File: config.mk
export PLATFORM = sky130hd
export DESIGN_NAME = hazard_ctrl
export DESIGN_NICKNAME = d
export VERILOG_FILES = /design/src/rtl/hazard_ctrl_pkg.sv /design/src/rtl/forward_unit.sv /design/src/rtl/hazard_ctrl.sv
export SDC_FILE = /design/constraint.sdc
export NUM_CORES = 1
export LEC_CHECK = 0
export ABC_AREA = 0
export CORE_UTILIZATION = 35
export CTS_CLUSTER_DIAMETER = 100
export DETAILED_ROUTE_END_ITERATION = 7
export MAX_ROUTING_LAYER = met4
export PLACE_DENSITY = 0.73
export SYNTH_ARGS = -nofsm -noshare
export SYNTH_HDL_FRONTEND = slang
export SYNTH_SLANG_ARGS = --single-unit
File: constraint.sdc
create_clock -name clk -period 2.2 [get_ports clk]
set_input_delay 0.33 -clock clk [delete_from_list [all_inputs] [get_ports clk]]
set_output_delay 0.33 -clock clk [all_outputs]
set_load 0.01 [all_outputs]
File: src/rtl/hazard_ctrl_pkg.sv
// Shared types and constants for the pipeline hazard controller.
//   state_e    : memory-wait FSM states
//   fwd_sel_e  : ALU operand forward select encoding
//   RESULT_SRC_LOAD : ResultSrcE encoding for a load in the execute stage
package hazard_ctrl_pkg;

  typedef enum logic [1:0] {
    StRun     = 2'b00,
    StMemWait = 2'b01,
    StError   = 2'b10
  } state_e;

  typedef enum logic [1:0] {
    FWD_NONE = 2'b00,
    FWD_W    = 2'b01,
    FWD_M    = 2'b10
  } fwd_sel_e;

  localparam logic [1:0] RESULT_SRC_LOAD = 2'b01;

endpackage

File: src/rtl/forward_unit.sv
// Combinational forward-select for one ALU operand.
//   rs_e_i        : execute-stage source register of this operand
//   reg_write_m_i : memory-stage write enable,    rd_m_i : its destination
//   reg_write_w_i : writeback-stage write enable, rd_w_i : its destination
//   forward_o     : FWD_M / FWD_W / FWD_NONE
module forward_unit
  import hazard_ctrl_pkg::*;
(
  input  logic [4:0] rs_e_i,
  input  logic       reg_write_m_i,
  input  logic [4:0] rd_m_i,
  input  logic       reg_write_w_i,
  input  logic [4:0] rd_w_i,
  output logic [1:0] forward_o
);

  fwd_sel_e sel;

  // The memory stage holds the younger result, so it wins over writeback.
  always_comb begin
    sel = FWD_NONE;
    if (reg_write_m_i && (rd_m_i != 5'd0) && (rd_m_i == rs_e_i)) begin
      sel = FWD_M;
    end else if (reg_write_w_i && (rd_w_i != 5'd0) && (rd_w_i == rs_e_i)) begin
      sel = FWD_W;
    end
  end

  assign forward_o = sel;

endmodule

File: src/rtl/hazard_ctrl.sv
// Pipeline hazard controller: operand forwarding, load-use stall, branch
// flush, memory-wait stall with timeout, and a saturating stall counter.
//   clk, rst_n              : clock, asynchronous active-low reset
//   Rs1D/Rs2D, Rs1E/Rs2E    : decode / execute source registers
//   RdE, ResultSrcE, PCSrcE : execute destination, result select, taken branch
//   RegWriteM/RdM, RegWriteW/RdW : later-stage writers for forwarding
//   MemReqM, MemReadyM      : memory access present / completing
//   Stall*/Flush*           : pipeline register hold / bubble controls
//   ForwardAE/BE            : operand forward selects
//   MemErr                  : set while the FSM sits in ERROR
//   StallCount              : saturating count of cycles with StallF high
module hazard_ctrl
  import hazard_ctrl_pkg::*;
#(
  parameter int unsigned MEM_TIMEOUT = 255,
  parameter int unsigned PERF_W      = 32
) (
  input  logic              clk,
  input  logic              rst_n,
  input  logic [4:0]        Rs1D,
  input  logic [4:0]        Rs2D,
  input  logic [4:0]        Rs1E,
  input  logic [4:0]        Rs2E,
  input  logic [4:0]        RdE,
  input  logic [1:0]        ResultSrcE,
  input  logic              PCSrcE,
  input  logic              RegWriteM,
  input  logic [4:0]        RdM,
  input  logic              RegWriteW,
  input  logic [4:0]        RdW,
  input  logic              MemReqM,
  input  logic              MemReadyM,
  output logic              StallF,
  output logic              StallD,
  output logic              StallE,
  output logic              StallM,
  output logic              FlushD,
  output logic              FlushE,
  output logic              FlushW,
  output logic [1:0]        ForwardAE,
  output logic [1:0]        ForwardBE,
  output logic              MemErr,
  output logic [PERF_W-1:0] StallCount
);

  localparam int unsigned CntW = $clog2(MEM_TIMEOUT + 1);

  state_e            state_q, state_d;
  logic [CntW-1:0]   wait_cnt_q, wait_cnt_d;
  logic [PERF_W-1:0] stall_cnt_q, stall_cnt_d;
  logic              lw_stall;
  logic              mem_stall;

  forward_unit u_fwd_a (
    .rs_e_i        (Rs1E),
    .reg_write_m_i (RegWriteM),
    .rd_m_i        (RdM),
    .reg_write_w_i (RegWriteW),
    .rd_w_i        (RdW),
    .forward_o     (ForwardAE)
  );

  forward_unit u_fwd_b (
    .rs_e_i        (Rs2E),
    .reg_write_m_i (RegWriteM),
    .rd_m_i        (RdM),
    .reg_write_w_i (RegWriteW),
    .rd_w_i        (RdW),
    .forward_o     (ForwardBE)
  );

  assign lw_stall = (ResultSrcE == RESULT_SRC_LOAD) && (RdE != 5'd0) &&
                    ((RdE == Rs1D) || (RdE == Rs2D));

  // State register
  always_ff @(posedge clk or negedge rst_n) begin
    if (!rst_n) begin
      state_q    <= StRun;
      wait_cnt_q <= '0;
    end else begin
      state_q    <= state_d;
      wait_cnt_q <= wait_cnt_d;
    end
  end

  // Next-state logic
  always_comb begin
    state_d    = state_q;
    wait_cnt_d = wait_cnt_q;
    case (state_q)
      StRun: begin
        if (MemReqM && !MemReadyM) begin
          state_d    = StMemWait;
          wait_cnt_d = '0;
        end
      end
      StMemWait: begin
        if (MemReadyM) begin
          state_d = StRun;
        end else begin
          wait_cnt_d = wait_cnt_q + CntW'(1);
          // This cycle brings the count to MEM_TIMEOUT.
          if (wait_cnt_q == CntW'(MEM_TIMEOUT - 1)) begin
            state_d = StError;
          end
        end
      end
      StError: begin
        state_d = StError;
      end
      default: begin
        state_d = StRun;
      end
    endcase
  end

  // Output logic
  always_comb begin
    mem_stall = ((state_q == StRun) && MemReqM && !MemReadyM) ||
                ((state_q == StMemWait) && !MemReadyM) ||
                (state_q == StError);
    StallF = 1'b0;
    StallD = 1'b0;
    StallE = 1'b0;
    StallM = 1'b0;
    FlushD = 1'b0;
    FlushE = 1'b0;
    FlushW = 1'b0;
    if (!rst_n) begin
      FlushD = 1'b1;
      FlushE = 1'b1;
      FlushW = 1'b1;
    end else if (mem_stall) begin
      // A pending branch flush waits until the pipeline is released.
      StallF = 1'b1;
      StallD = 1'b1;
      StallE = 1'b1;
      StallM = 1'b1;
      FlushW = 1'b1;
    end else if (PCSrcE) begin
      // The redirect kills the load-use consumer, so no stall is needed.
      FlushD = 1'b1;
      FlushE = 1'b1;
    end else if (lw_stall) begin
      StallF = 1'b1;
      StallD = 1'b1;
      FlushE = 1'b1;
    end
    MemErr = (state_q == StError);
  end

  // Performance counter
  always_comb begin
    stall_cnt_d = stall_cnt_q;
    if (StallF && !(&stall_cnt_q)) begin
      stall_cnt_d = stall_cnt_q + PERF_W'(1);
    end
  end

  always_ff @(posedge clk or negedge rst_n) begin
    if (!rst_n) begin
      stall_cnt_q <= '0;
    end else begin
      stall_cnt_q <= stall_cnt_d;
    end
  end

  assign StallCount = stall_cnt_q;

endmodule

==> results of run 1 <==
## metal layers
| layer | global-route usage | vias up | wire [µm] |
|---|---|---|---|
| met5 | - | - | 0 |
| met2 | 0.3457 | 73 | 3514 |
| li1 | - | 1208 | - |
| met1 | 0.2314 | 1175 | 3194 |
| met4 | 0.04545 | 0 | 54 |
| met3 | 0.03429 | 7 | 414 |
## Yosys cell counts (3+ instances only)
master,instances
ha_1,3
inv_1,13
xnor2_1,27
nand2_1,20
nand3_1,17
xor2_1,40
or4_1,4
nand2b_1,3
nor4_1,13
nor3_1,12
nand4_1,7
buf_4,3
dfrtp_1,42
nor2_1,16
or3_1,4
o21ai_0,5
and4_1,3
## how the worst max path moves through the flow
stage / cells past startpoint / endpoint / slack, ps
after floorplan: 7 / StallCount[1]$_DFFE_PN0P_ / -30
after global placement: 6 / ForwardBE[0] / -590
after detailed placement: 6 / ForwardBE[0] / -690
after CTS: 10 / StallCount[4]$_DFFE_PN0P_ / -80
after global routing: 10 / StallCount[3]$_DFFE_PN0P_ / -100
final: 10 / StallCount[3]$_DFFE_PN0P_ / -20
## worst max-delay path, stage by stage, from the launching register on
cell and delay, ps:
dfrtp_1 390, buf_6 130, nor4b_4 320, o31ai_2 130
buf_4 150, o221ai_4 70, buf_6 130, nand3_4 110
buf_12 170, or3_4 370, xnor2_2 130
## cell families after synthesis
| group | count (synthesis) |
|---|---|
| AO/OA/AOI/OAI | 12 |
| AND/OR/NAND/NOR | 114 |
| XOR/XNOR | 67 |
| adder cells (fa/ha/maj) | 3 |
| buffers and inverters | 19 |
| multiplexers | 1 |
| flip-flops | 42 |
## power by group through the flow
stage,combinational [mW],sequential [mW],clock (mW)
after floorplan,0.205,0.943,0
after global placement,0.611,0.909,0
after detailed placement,0.619,0.913,0
after CTS,0.659,0.894,0.513
after global routing,0.769,0.914,0.552
final,0.705,0.906,0.496
## sequential cells by signal, summed over array words and instances (netlist names)
register / count
StallCount: 32
wait_cnt_q: 8
state_q: 2
## metrics by stage
| step | setup TNS (ps) | utilization | setup slack, ps |
|---|---|---|---|
| 2_1_floorplan | -157.9 | - | -29.88 |
| 3_3_place_gp | -7621 | 0.5712 | -591.7 |
| 3_5_place_dp | -11040 | 0.5712 | -691.8 |
| 4_1_cts | -214.2 | 0.6033 | -84.77 |
| 5_1_grt | -975.6 | 0.6239 | -97.67 |
| 6_report | -23.44 | 0.6239 | -23.44 |
## cell type report
cell class / count / area [µm²] / area share
clock buffer: 6 / 72.57 / 0.01693
clock inverter: 2 / 13.76 / 0.003212
inverter: 13 / 48.80 / 0.01139
multi-input combinational: 197 / 1577 / 0.3679
sequential: 42 / 1052 / 0.2455
tap: 96 / 120.1 / 0.02803
timing repair buffer: 157 / 1401 / 0.3270
## repair_timing
item | in CTS | in global routing
hold buffers | 1 | 0
cloned | 1 | 1
hold endpoints to repair | 4 | 0
buffers inserted | 6 | 1
endpoints found under the setup margin | 21 | 36
pin swaps | 12 | 10
gates resized for setup | 53 | 36
==> results by group, run 1 <==
Outcome
  – Status: finished, violations left
  – Failing checks: setup timing

Clock network
  – Clock Latency Late Sink: 300 ps
  – Clock buffer depth: 2
  – CTS tree: done
  – CTS Sinks: 42
  – Num CTS Buffers: 5
  – H-tree levels: 2
  – Clk slew on worst S/H paths: 90 ps
  – Clock root cell: clkbuf_8

Final layout
  – Area Growth Syn to Fin: 70.31%
  – Post-route insts no fill: 513
  – Layout cells sized above 1: 0.2974
  – Nets: 463
  – Diodes inserted: 0
  – Commonest non-fill, non-tap cells in the layout: clkdlybuf4s50_1 (64), buf_4 (62), dfrtp_1 (41)
  – Design area: 4285 µm²
  – Commonest non-fill, non-tap cell in the layout: clkdlybuf4s50_1
  – Fillers: 596

Setup path
  – Setup CP Type: reg -> reg
  – FF-to-FF End: StallCount[3]$_DFFE_PN0P_
  – Critical path arrival: 2410 ps
  – R2R depth: 10
  – Worst Path Required: 2380 ps
  – Crit path max fanout: 6
  – R2R Setup Slk: -20 ps
  – CP Launch Type: register
  – Worst setup EP type: register
  – CP Launch Point: state_q[0]$_DFFE_PN0P_
  – Critical R2R Launch: state_q[0]$_DFFE_PN0P_

Die
  – I/O pins: 88
  – DIE AREA: 7533 µm²
  – Die H: 86.79 µm
  – Core box area: 6869 µm²
  – # rows: 30
  – Die X-Extent: 86.79 µm
  – Initial Util: 0.3663

STA
  – Final-report hold violation count: 0
  – Pins over their slew limit: 0
  – Period utilization: 1.011
  – Rel. slew slack: 0.6788
  – Final setup margin: -23.44 ps
  – Clk_skew: 16.04 ps
  – Worst slew pin tran: 481.8 ps
  – Hold Slack: 157.8 ps
  – Final min period: 2223 ps
  – # setup viols final: 1
  – FMAX: 449.8 MHz
  – RSZ-0062 raised after global routing: yes

Yosys
  – Synth top area cells: dfrtp_1 (42%), xor2_1 (14%), xnor2_1 (9.4%)
  – Flip-flop and latch count after synthesis: 42
  – Post-synth EDFFs: 0
  – Synthesized area per cell: 9.753 µm²
  – Largest family of logic cells by synthesized area: simple AND/OR/NAND/NOR gates
  – Mux share of post-synthesis cell area: 0.004475
  – Top FF cell, synth: dfrtp_1
  – Area leader, netlist: dfrtp_1
  – Mapped Nets: 305
  – Async SR Flop Fraction: 1.000
  – Distinct cells, synth: 36
  – Post-synthesis xor/xnor area fraction: 0.2332
  – Post-Synthesis Cell Area: 2516 µm²
  – Simple-Gate Fraction of Synth Area: 0.2616
  – Post-Syn Instances: 258
  – Post-Synth Adder-Cell Area: 0.01492
  – Synth top area share: 0.4177
  – Synth Area in Compound Gates: 0.02884
  – Post-synthesis sequential area ratio: 0.4177
  – Synth warnings: 0

Place
  – Gp weighted congestion: 0.8138
  – Port Buffer Count: 87
  – Area after DPL: 3924 µm²
  – DPL Wire Length: 5.120 mm
  – Cells after DPL: 495

Drt
  – Average routed wire per standard cell: 13.99 µm
  – Routed WL: 7.177 mm
  – Vias per std cell: 4.801
  – First-pass DRT Iterations: 4
  – Via count: 2,463
  – Residual DRC: 0
  – Post-route ant nets: 0
  – Initial DRC count: 102

Pwr
  – Sw Pwr: 0.6429 mW
  – Pint: 1.464 mW
  – Combinational Power Share: 0.335
  – Switch share: 0.3052
  – Reg power frac: 0.430
  – Clk network pwr share: 0.235
  – PwrDens: 491.6 nW/µm²
  – Peak supply drop: 439.9 µV
  – Leakage power: 1.984 nW
  – Overall power: 2.107 mW

Job
  – Max-Cap Viols: 0

GRT
  – First-pass GRT wire length: 11.33 mm
  – Total track usage: 0.1958
  – Pin count of the biggest net entering global routing: 39
  – Global route overflow: 0
  – Vias in the first global route: 2,513
  – Initial antenna violation count: 0

Worst hold path
  – Hold Crit Class: in -> async
No activity file was read; power rests on OpenSTA's default activity.
==> run 2, diff against run 1 <==
- SKIP_LAST_GASP: default -> 1
==> run 2 against run 1 <==
The run still ends with setup timing left. Critical endpoint unchanged. Die area is the same. Clock power is essentially flat. Largest cell class unchanged. Worst hold slack gained 0.55 ps. Global-route usage shrank 0.084 points. Combinational power is essentially flat.
==> results by group, run 2 (same netlist as run 1, synthesis figures left out) <==
Pwr
  – PwrDens: 491.5 nW/µm² (was 491.6 nW/µm²)
  – Clk network pwr share: 0.235 (about the same)
  – Leakage power: 1.987 nW (was 1.984 nW)
  – Sw Pwr: 0.6429 mW (about the same)
  – Reg power frac: 0.430 (about the same)
  – Combinational Power Share: 0.335 (about the same)
  – Peak supply drop: 440.7 µV (was 439.9 µV)
  – Switch share: 0.3051 (was 0.3052)
  – Pint: 1.465 mW (was 1.464 mW)

Final layout
  – Layout cells sized above 1: 0.2967 (was 0.2974)
  – Seq. cell area: 1052 µm² (unchanged)
  – Commonest non-fill, non-tap cell in the layout: clkdlybuf4s50_1 (unchanged)
  – Commonest non-fill, non-tap cells in the layout: clkdlybuf4s50_1 (64), buf_4 (63), dfrtp_1 (41) (was clkdlybuf4s50_1 (64), buf_4 (62), dfrtp_1 (41))
  – Area of the multi-input gates: 1572 µm² (was 1577 µm²)
  – Area Growth Syn to Fin: 70.41% (was 70.31%)
  – Post-route insts no fill: 514 (was 513)
  – Nets: 464 (was 463)
  – Fin util: 0.6242 (was 0.6239)
  – Max reg flops: 32 (unchanged)
  – Fillers: 597 (was 596)
  – Diodes inserted: 0 (unchanged)

Drt
  – Post-route ant nets: 0 (unchanged)
  – Average routed wire per standard cell: 14.03 µm (was 13.99 µm)
  – Vias per std cell: 4.807 (was 4.801)
  – Initial DRC count: 108 (was 102)
  – First-pass DRT Iterations: 4 (unchanged)
  – Routed WL: 7.209 mm (was 7.177 mm)
  – Via count: 2,471 (was 2,463)
  – Residual DRC: 0 (unchanged)

Clock network
  – Clock root cell: clkbuf_8 (unchanged)
  – Clock buffer depth: 2 (unchanged)
  – Clk slew on worst S/H paths: 90 ps (about the same)
  – Num CTS Buffers: 5 (unchanged)
  – Clock Latency Late Sink: 300 ps (about the same)
  – CTS tree: done (unchanged)
  – H-tree levels: 2 (unchanged)
  – CTS Sinks: 42 (unchanged)

GRT
  – Global route overflow: 0 (unchanged)
  – Vias in the first global route: 2,509 (was 2,513)
  – Pin count of the biggest net entering global routing: 39 (unchanged)
  – Total track usage: 0.1950 (was 0.1958)
  – First-pass GRT wire length: 11.29 mm (was 11.33 mm)
  – Initial antenna violation count: 0 (unchanged)

Die
  – # rows: 30 (unchanged)
  – Core box area: 6869 µm² (unchanged)
  – Die H: 86.79 µm (unchanged)
  – DIE AREA: 7533 µm² (unchanged)
  – Initial Util: 0.3663 (unchanged)
  – Die X-Extent: 86.79 µm (unchanged)
  – I/O pins: 88 (unchanged)

Setup path
  – Crit path max fanout: 6 (unchanged)
  – Crit path cell chain: buf_6 > nor4b_4 > o31ai_2 > buf_4 > o221ai_4 > buf_6 > nand3_4 > buf_12 > or3_4 > xnor2_2 (unchanged)
  – Critical path arrival: 2410 ps (about the same)
  – Worst setup EP type: register (unchanged)
  – Delay-heaviest family, CP: simple AND/OR/NAND/NOR gates (unchanged)
  – Slowest CP cell: dfrtp_1 (unchanged)
  – CP peak stage delay: 390 ps (about the same)
  – Worst Path Required: 2380 ps (about the same)
  – Most frequent CP cell: buf_6 (unchanged)
  – Setup CP Type: reg -> reg (unchanged)
  – CP Launch Point: state_q[0]$_DFFE_PN0P_ (unchanged)
  – Critical R2R Launch: state_q[0]$_DFFE_PN0P_ (unchanged)
  – CP bufs+invs: 4 (unchanged)
  – CP Launch Type: register (unchanged)

STA
  – Pins over their slew limit: 0 (unchanged)
  – Hold Slack: 158.4 ps (was 157.8 ps)
  – FMAX: 449.7 MHz (was 449.8 MHz)
  – Final setup margin: -23.67 ps (was -23.44 ps)
  – Final-report hold violation count: 0 (unchanged)
  – Rel. slew slack: 0.6779 (was 0.6788)
  – Clk_skew: 16.05 ps (was 16.04 ps)
  – RSZ-0062 raised after global routing: yes (unchanged)
  – Final min period: 2224 ps (was 2223 ps)
  – # setup viols final: 1 (unchanged)
  – Worst slew pin tran: 483.2 ps (was 481.8 ps)
  – Period utilization: 1.011 (about the same)

Outcome
  – Failing checks: setup timing (unchanged)
  – Status: finished, violations left (unchanged)

Job
  – Max-Cap Viols: 0 (unchanged)

Place
  – Port Buffer Count: 87 (unchanged)
  – Cells after DPL: 495 (unchanged)
  – DPL Wire Length: 5.120 mm (unchanged)
  – Gp weighted congestion: 0.8138 (unchanged)

Worst hold path
  – Hold Crit Class: in -> async (unchanged)
-- run 2: changes by cell type in the layout (fill, tap and decap cells not counted) --
cell / change
or3_1: +1
buf_4: +1
or3_4: -1
-- run 2: final cells by class --
type                       instances  share of cell area
clock buffer                       6             0.01692
sequential                        42              0.2454
clock inverter                     2            0.003210
tap                               96             0.02801
multi-input combinational        197              0.3665
inverter                          13             0.01138
timing repair buffer             158              0.3286
-- run 2: stage by stage --
step                instance area (µm²)  setup WS [ps]  power [mW]  setup TNS [ps]
floorplan                          2529         -29.88       1.148          -157.9
global placement                   3924         -591.7       1.520           -7621
detailed placement                 3924         -691.8       1.532          -11040
CTS                                4143         -217.9       2.064          -571.6
global route                       4288         -97.67       2.235          -977.0
finish                             4288         -23.67       2.108          -23.67
-- run 2: power groups by stage --
| stage | Sequential [mW] | Clock [mW] | Combinational, mW |
|---|---|---|---|
| after floorplan | 0.943 | 0 | 0.205 |
| after global placement | 0.909 | 0 | 0.611 |
| after detailed placement | 0.913 | 0 | 0.619 |
| after CTS | 0.894 | 0.513 | 0.657 |
| after global routing | 0.914 | 0.552 | 0.769 |
| final | 0.906 | 0.496 | 0.705 |
-- run 2: timing repair --
item / 4_1_cts / 5_1_grt
gates cloned: 1 / 1
pin swaps: 11 / 11
setup endpoints to repair: 21 / 38
hold buffers: 1 / 0
buffers inserted: 6 / 2
gates resized for setup: 51 / 37
endpoints found under the hold margin: 4 / 0
-- run 2: worst paths after layout --
kind / to / slack, ps / cells past startpoint
worst max register to register: StallCount[3]$_DFFE_PN0P_ / -20 / 10
worst min-delay path: StallCount[22]$_DFFE_PN0P_ / 160 / 2
max in group asynchronous: wait_cnt_q[0]$_DFFE_PN0P_ / 1530 / 2
worst min register to register: StallCount[23]$_DFFE_PN0P_ / 500 / 1
worst max-delay path: StallCount[3]$_DFFE_PN0P_ / -20 / 10
min in group clk: StallCount[23]$_DFFE_PN0P_ / 500 / 1
-- run 2: metal layers --
layer  up-vias  wire length (µm)  track usage  share of wire
met4         0                54      0.04545         0.0075
li1       1213                 -            -              -
met3         7               416      0.03429          0.058
met5         -                 0            -              0
met2        76              3536       0.3443           0.49
met1      1175              3202       0.2302           0.44
==> edit 1 (flow settings as in run 2) <==
Register the output `MemErr`, cleared by the reset; this adds one clock of latency there. The other outputs are not delayed to match.
--- a/src/rtl/hazard_ctrl.sv
+++ b/src/rtl/hazard_ctrl.sv
@@ -45,4 +45,6 @@
 
   localparam int unsigned CntW = $clog2(MEM_TIMEOUT + 1);
+
+  logic MemErr_d;
 
   state_e            state_q, state_d;
@@ -147,5 +149,5 @@
       FlushE = 1'b1;
     end
-    MemErr = (state_q == StError);
+    MemErr_d = (state_q == StError);
   end
 
@@ -168,4 +170,12 @@
   assign StallCount = stall_cnt_q;
 
+  always_ff @(posedge clk or negedge rst_n) begin
+    if (!rst_n) begin
+      MemErr <= '0;
+    end else begin
+      MemErr <= MemErr_d;
+    end
+  end
+
 endmodule
 
Function: no difference found for any inputs over 10 cycles, from zero or initial values and one cycle with rst_n low; that may be too few to reach the edited logic, so the function may still have changed.
==> edit 1 against run 2 <==
The flow still finishes with violations (negative setup slack); synthesized cell count up 0.39%; worst setup slack worse by 72 ps; maximum frequency down 3.1%; via count up 2.6%; sequential cell count up 1; critical path depth unchanged; combinational power up 3%; wire length up 5.5%; design area up 4.9%; sequential share of layout area down 0.54 points; area after synthesis up 0.99%; total power up 8.7%; critical path type unchanged; largest power group unchanged.
==> edit 1: results (changes against run 2) <==
stage,metric,value,unit,change
outcome,violations,negative setup slack,,
critical_path,r2r_cells,10,,unchanged
synth,synthMuxAreaShare,0.00443,,-0.0000441
synth,syn_nets,306,,+0.33%
critical_path,slowest_stage,or4b_4,,
critical_path,slowest_delay,500,ps,+110 ps
critical_path,crit_fanout,5,,-1
sta,setup_violations,19,,+18
pwr,irDropWorstVdd,0.000593,V,+35%
grt,grtUsageTotal,0.194,,-0.00120
cells_and_area,nets,468,,+0.86%
cts,cts_buffers,5,,unchanged
synth,ys_seq_area_frac,0.423,,+0.00573
cells_and_area,drive_above_1_share,0.332,,+0.0351
critical_path,cp.arrival,2480,ps,+70 ps
synth,ys_types,36,,unchanged
critical_path,cp-startpoint,StallCount[1],,
critical_path,crit_type,reg -> reg,,
sta,hold_slack,63.5,ps,-94.8 ps
cts,htree_levels,2,,unchanged
hold_path,hold_class,in -> async,,
route,drt-initial-drc-count,81,,-25%
sta,slew_headroom,0.744,,+0.0662
grt,antenna_found_initial,0,,unchanged
cts,clock_latency,300,ps,about the same
outcome,status,"complete, but fails checks",,
pwr,leakage,2.13,nW,+7.2%
route,dr.pass1.iters,4,,unchanged
route,via_per_inst,4.89,,+1.8%
synth,yosys_warnings,0,,unchanged
synth,yosys.area_share.adder,0.0148,,-0.000147
sta,fin_skew,5.54,ps,-10.5 ps
placed_design,gp_congestion,0.847,,+4.1%
sta,worst_slack,-95.6,ps,-71.9 ps
cts,path_clk_slew,80,ps,
pwr,intPower,1.64,mW,+12%
cts,cts_root_buffer,clkbuf_8,,
synth,synthTopCellsByCount,"43 x dfrtp_1, 40 x xor2_1, 27 x xnor2_1",,
grt,grt_pass1_wl,11.3,mm,+0.49%
cells_and_area,fillers,549,,-8.0%
grt,grt_max_degree,29,,-26%
critical_path,r2r_start,StallCount[1],,
critical_path,crit_family,simple AND/OR/NAND/NOR gates,,
synth,synth_compound_area_frac,0.0286,,-0.000284
cells_and_area,largest_register_ff_count,32,,unchanged
cells_and_area,antennaDiodeCount,0,,unchanged
placed_design,place_hpwl,5.19,mm,+1.4%
synth,synth_area_leaders,"dfrtp_1 42%, xor2_1 14%, xnor2_1 9.3%",,
critical_path,critical_path.endpoint,StallCount[14],,
route,wirelength,7.60,mm,+5.5%
synth,synth_xor_area_frac,0.231,,-0.00230
placed_design,numPortBuffers,87,,unchanged
==> edit 1: changes by cell type after synthesis, sizes merged <==
cell,run 2,this run
dfrtp,42,43
==> edit 1: metrics by stage <==
stage                     setup WS (ps)  instances  setup TNS [ps]  instance area [µm²]
after floorplan                   -29.9        259            -158                 2550
after global placement             -578        490           -8560                 3900
after detailed placement           -637        490          -10190                 3900
after CTS                          -211        507            -730                 4160
after global routing               -187        518           -2980                 4500
final                             -95.6        518            -588                 4500
==> edit 1: cells by family after synthesis <==
kind of cell | Yosys count
compound gates | 12
buf+inv | 19
mux | 1
xor+xnor | 67
fa+ha+maj | 3
flops | 43
simple gates | 114
==> edit 1: cell type report <==
cell class	instances	area share
multi-input cells	197	0.369
repair buffers	161	0.326
flip-flops and latches	43	0.240
well taps	96	0.0267
clock buffers	6	0.0184
inverters	13	0.0114
clock inverters	2	0.00779
==> edit 1: what timing repair did <==
| action | CTS | global route |
|---|---|---|
| gates resized for setup | 47 | 68 |
| pin swaps | 10 | 30 |
| setup buffers | 8 | 11 |
| setup endpoints to repair | 18 | 37 |
| gates cloned | 1 | 1 |
| hold endpoints to repair | 0 | 0 |
==> edit 1: power by group through the flow <==
stage | Combinational, mW | Sequential (mW) | Clock (mW)
2_1_floorplan | 0.205 | 0.962 | 0
3_3_place_gp | 0.609 | 0.925 | 0
3_5_place_dp | 0.626 | 0.931 | 0
4_1_cts | 0.658 | 0.917 | 0.650
5_1_grt | 0.787 | 0.928 | 0.688
6_report | 0.724 | 0.922 | 0.645
==> edit 1: layer usage <==
metal  track usage  vias to the layer above  routed length [µm]
met5             -                        -                   0
met4        0.0417                        0                 106
met3        0.0284                       13                 370
met2         0.339                       76                3930
met1         0.238                     1235                3200
li1              -                     1211                   -
==> edit 2 (settings of run 2) <==
Without the edit above. Set the parameter `PERF_W` to 28 (it was 32).
--- a/src/rtl/hazard_ctrl.sv
+++ b/src/rtl/hazard_ctrl.sv
@@ -14,5 +14,5 @@
 #(
   parameter int unsigned MEM_TIMEOUT = 255,
-  parameter int unsigned PERF_W      = 32
+  parameter int unsigned PERF_W      = 28
 ) (
   input  logic              clk,
Interface: changed (resized StallCount); port bits go from 88 to 84. No check against the original RTL was run, so the function may have changed too.
==> edit 2 against run 2 <==
The run ends with design-rule violations left; die area is 5.9% lower; sequential cell count down 4; cell count decreased by 12%; wire length down 12%; maximum frequency is 1.7% higher; combinational power down 22%; largest cell class unchanged; total power shrank 12%; register-to-register slack improved by 40 ps; worst hold slack worse by 100 ps; area after synthesis decreased by 6.1%; synthesized cell count is 7.8% lower; worst setup slack improved by 37 ps; design area shrank 8.2%; utilization shrank 1.2 points.
==> edit 2: results (changes against run 2) <==
stage,metric,value,unit,change
critical_path,crit_fanout,2,,-4
synth,synthMuxAreaShare,0.00476,,+0.000289
synth,netlist_instances,238,,-7.8%
synth,syn_nets,285,,-6.6%
placed_design,gp_congestion,0.865,,+6.3%
placed_design,place_ws,-757,ps,-65.1 ps
cts,cts_resized,53,,+3.9%
outcome,status,"complete, but fails checks",,
cts,path_clk_slew,70,ps,-20 ps
sta,hold_slack,53.4,ps,-105 ps
grt,grt_max_degree,36,,-7.7%
sta,fmax,457,MHz,+1.7%
route,wl_per_cell,14.0,µm,-0.53%
route,via_per_inst,4.94,,+2.9%
grt,grt_pass1_vias,2241,,-11%
critical_path,cp-startpoint,RdM[0],,
synth,synth_xor_area_frac,0.233,,+0.000240
critical_path,r2r_cells,9,,-1
cells_and_area,nets,423,,-8.8%
pwr,leakage,1.84,nW,-7.4%
placed_design,numPortBuffers,83,,-4.6%
route,dr.pass1.iters,8,,+4
grt,grt_pass1_wl,10.2,mm,-9.5%
synth,ys_seq_area_frac,0.402,,-0.0154
grt,met2_usage,0.323,,-0.0209
critical_path,cp.arrival,1860,ps,-550 ps
route,wirelength,6.33,mm,-12%
route,wl_met1,2.66,mm,-17%
critical_path,slowest_stage,or4_4,,
route,drt-initial-drc-count,114,,+5.6%
placed_design,place_hpwl,4.73,mm,-7.7%
route,wl_met2,3.22,mm,-8.8%
placed_design,placed_area,0.00359,mm²,-8.5%
cts,cts_setup_buffers,2,,-4
synth,yosys.area_share.adder,0.0159,,+0.000963
sta,fin_skew,5.76,ps,-10.3 ps
cells_and_area,drive_above_1_share,0.292,,-0.00487
route,wl_met3,368,µm,-12%
critical_path,critical_path.endpoint,ForwardBE[0],,
cells_and_area,largest_register_ff_count,28,,-13%
critical_path,rrSetupSlack,20,ps,+40 ps
grt,grt_util_met1,0.214,,-0.0158
synth,synth_compound_area_frac,0.0535,,+0.0246
pwr,irDropWorstVdd,0.000255,V,-42%
synth,ys_types,43,,+19%
cts,cts_buffer_depth,2,,unchanged
sta,worst-slew-pin-transition,734,ps,+250 ps
route,drc_errors,8,,+8
outcome,violations,design-rule violations,,
sta,hold_viol_final,0,,unchanged
cts,cts_buffers,5,,unchanged
synth,synth_area_leaders,"dfrtp_1 40%, xor2_1 15%, xnor2_1 8.5%",,
synth,synthTopCellsByCount,"40 x xor2_1, 38 x dfrtp_1, 23 x xnor2_1",,
critical_path,slowest_delay,510,ps,+120 ps
cells_and_area,fillers,544,,-8.9%
grt,met3_usage,0.0393,,+0.00505
placed_design,place_inst,439,,-11%
critical_path,r2r-end,StallCount[27],,
synth,yosys_warnings,0,,unchanged
grt,grtUsageTotal,0.185,,-0.00978
-- edit 2: changes by cell type after synthesis, moves of 3 or more --
cell     change
nor4_1       -6
dfrtp_1      -4
xnor2_1      -4
and2b_2      +3
nand3_1      -4
and4_1       -3
-- edit 2: area by class of cell --
| type | instances | area [µm²] | area share |
|---|---|---|---|
| Clock buffer | 7 | 86.3 | 0.0219 |
| Clock inverter | 1 | 5.00 | 0.00127 |
| Inverter | 11 | 41.3 | 0.0105 |
| Multi-Input combinational cell | 185 | 1540 | 0.390 |
| Sequential cell | 38 | 951 | 0.242 |
| Tap cell | 77 | 96.3 | 0.0245 |
| Timing Repair Buffer | 135 | 1220 | 0.310 |
-- edit 2: power breakdown --
group / switching (mW) / leakage (nW) / internal [mW]
clock: 0.241 / 0.0482 / 0.253
combinational: 0.238 / 1.29 / 0.311
sequential: 0.0546 / 0.501 / 0.752
total: 0.533 / 1.84 / 1.32
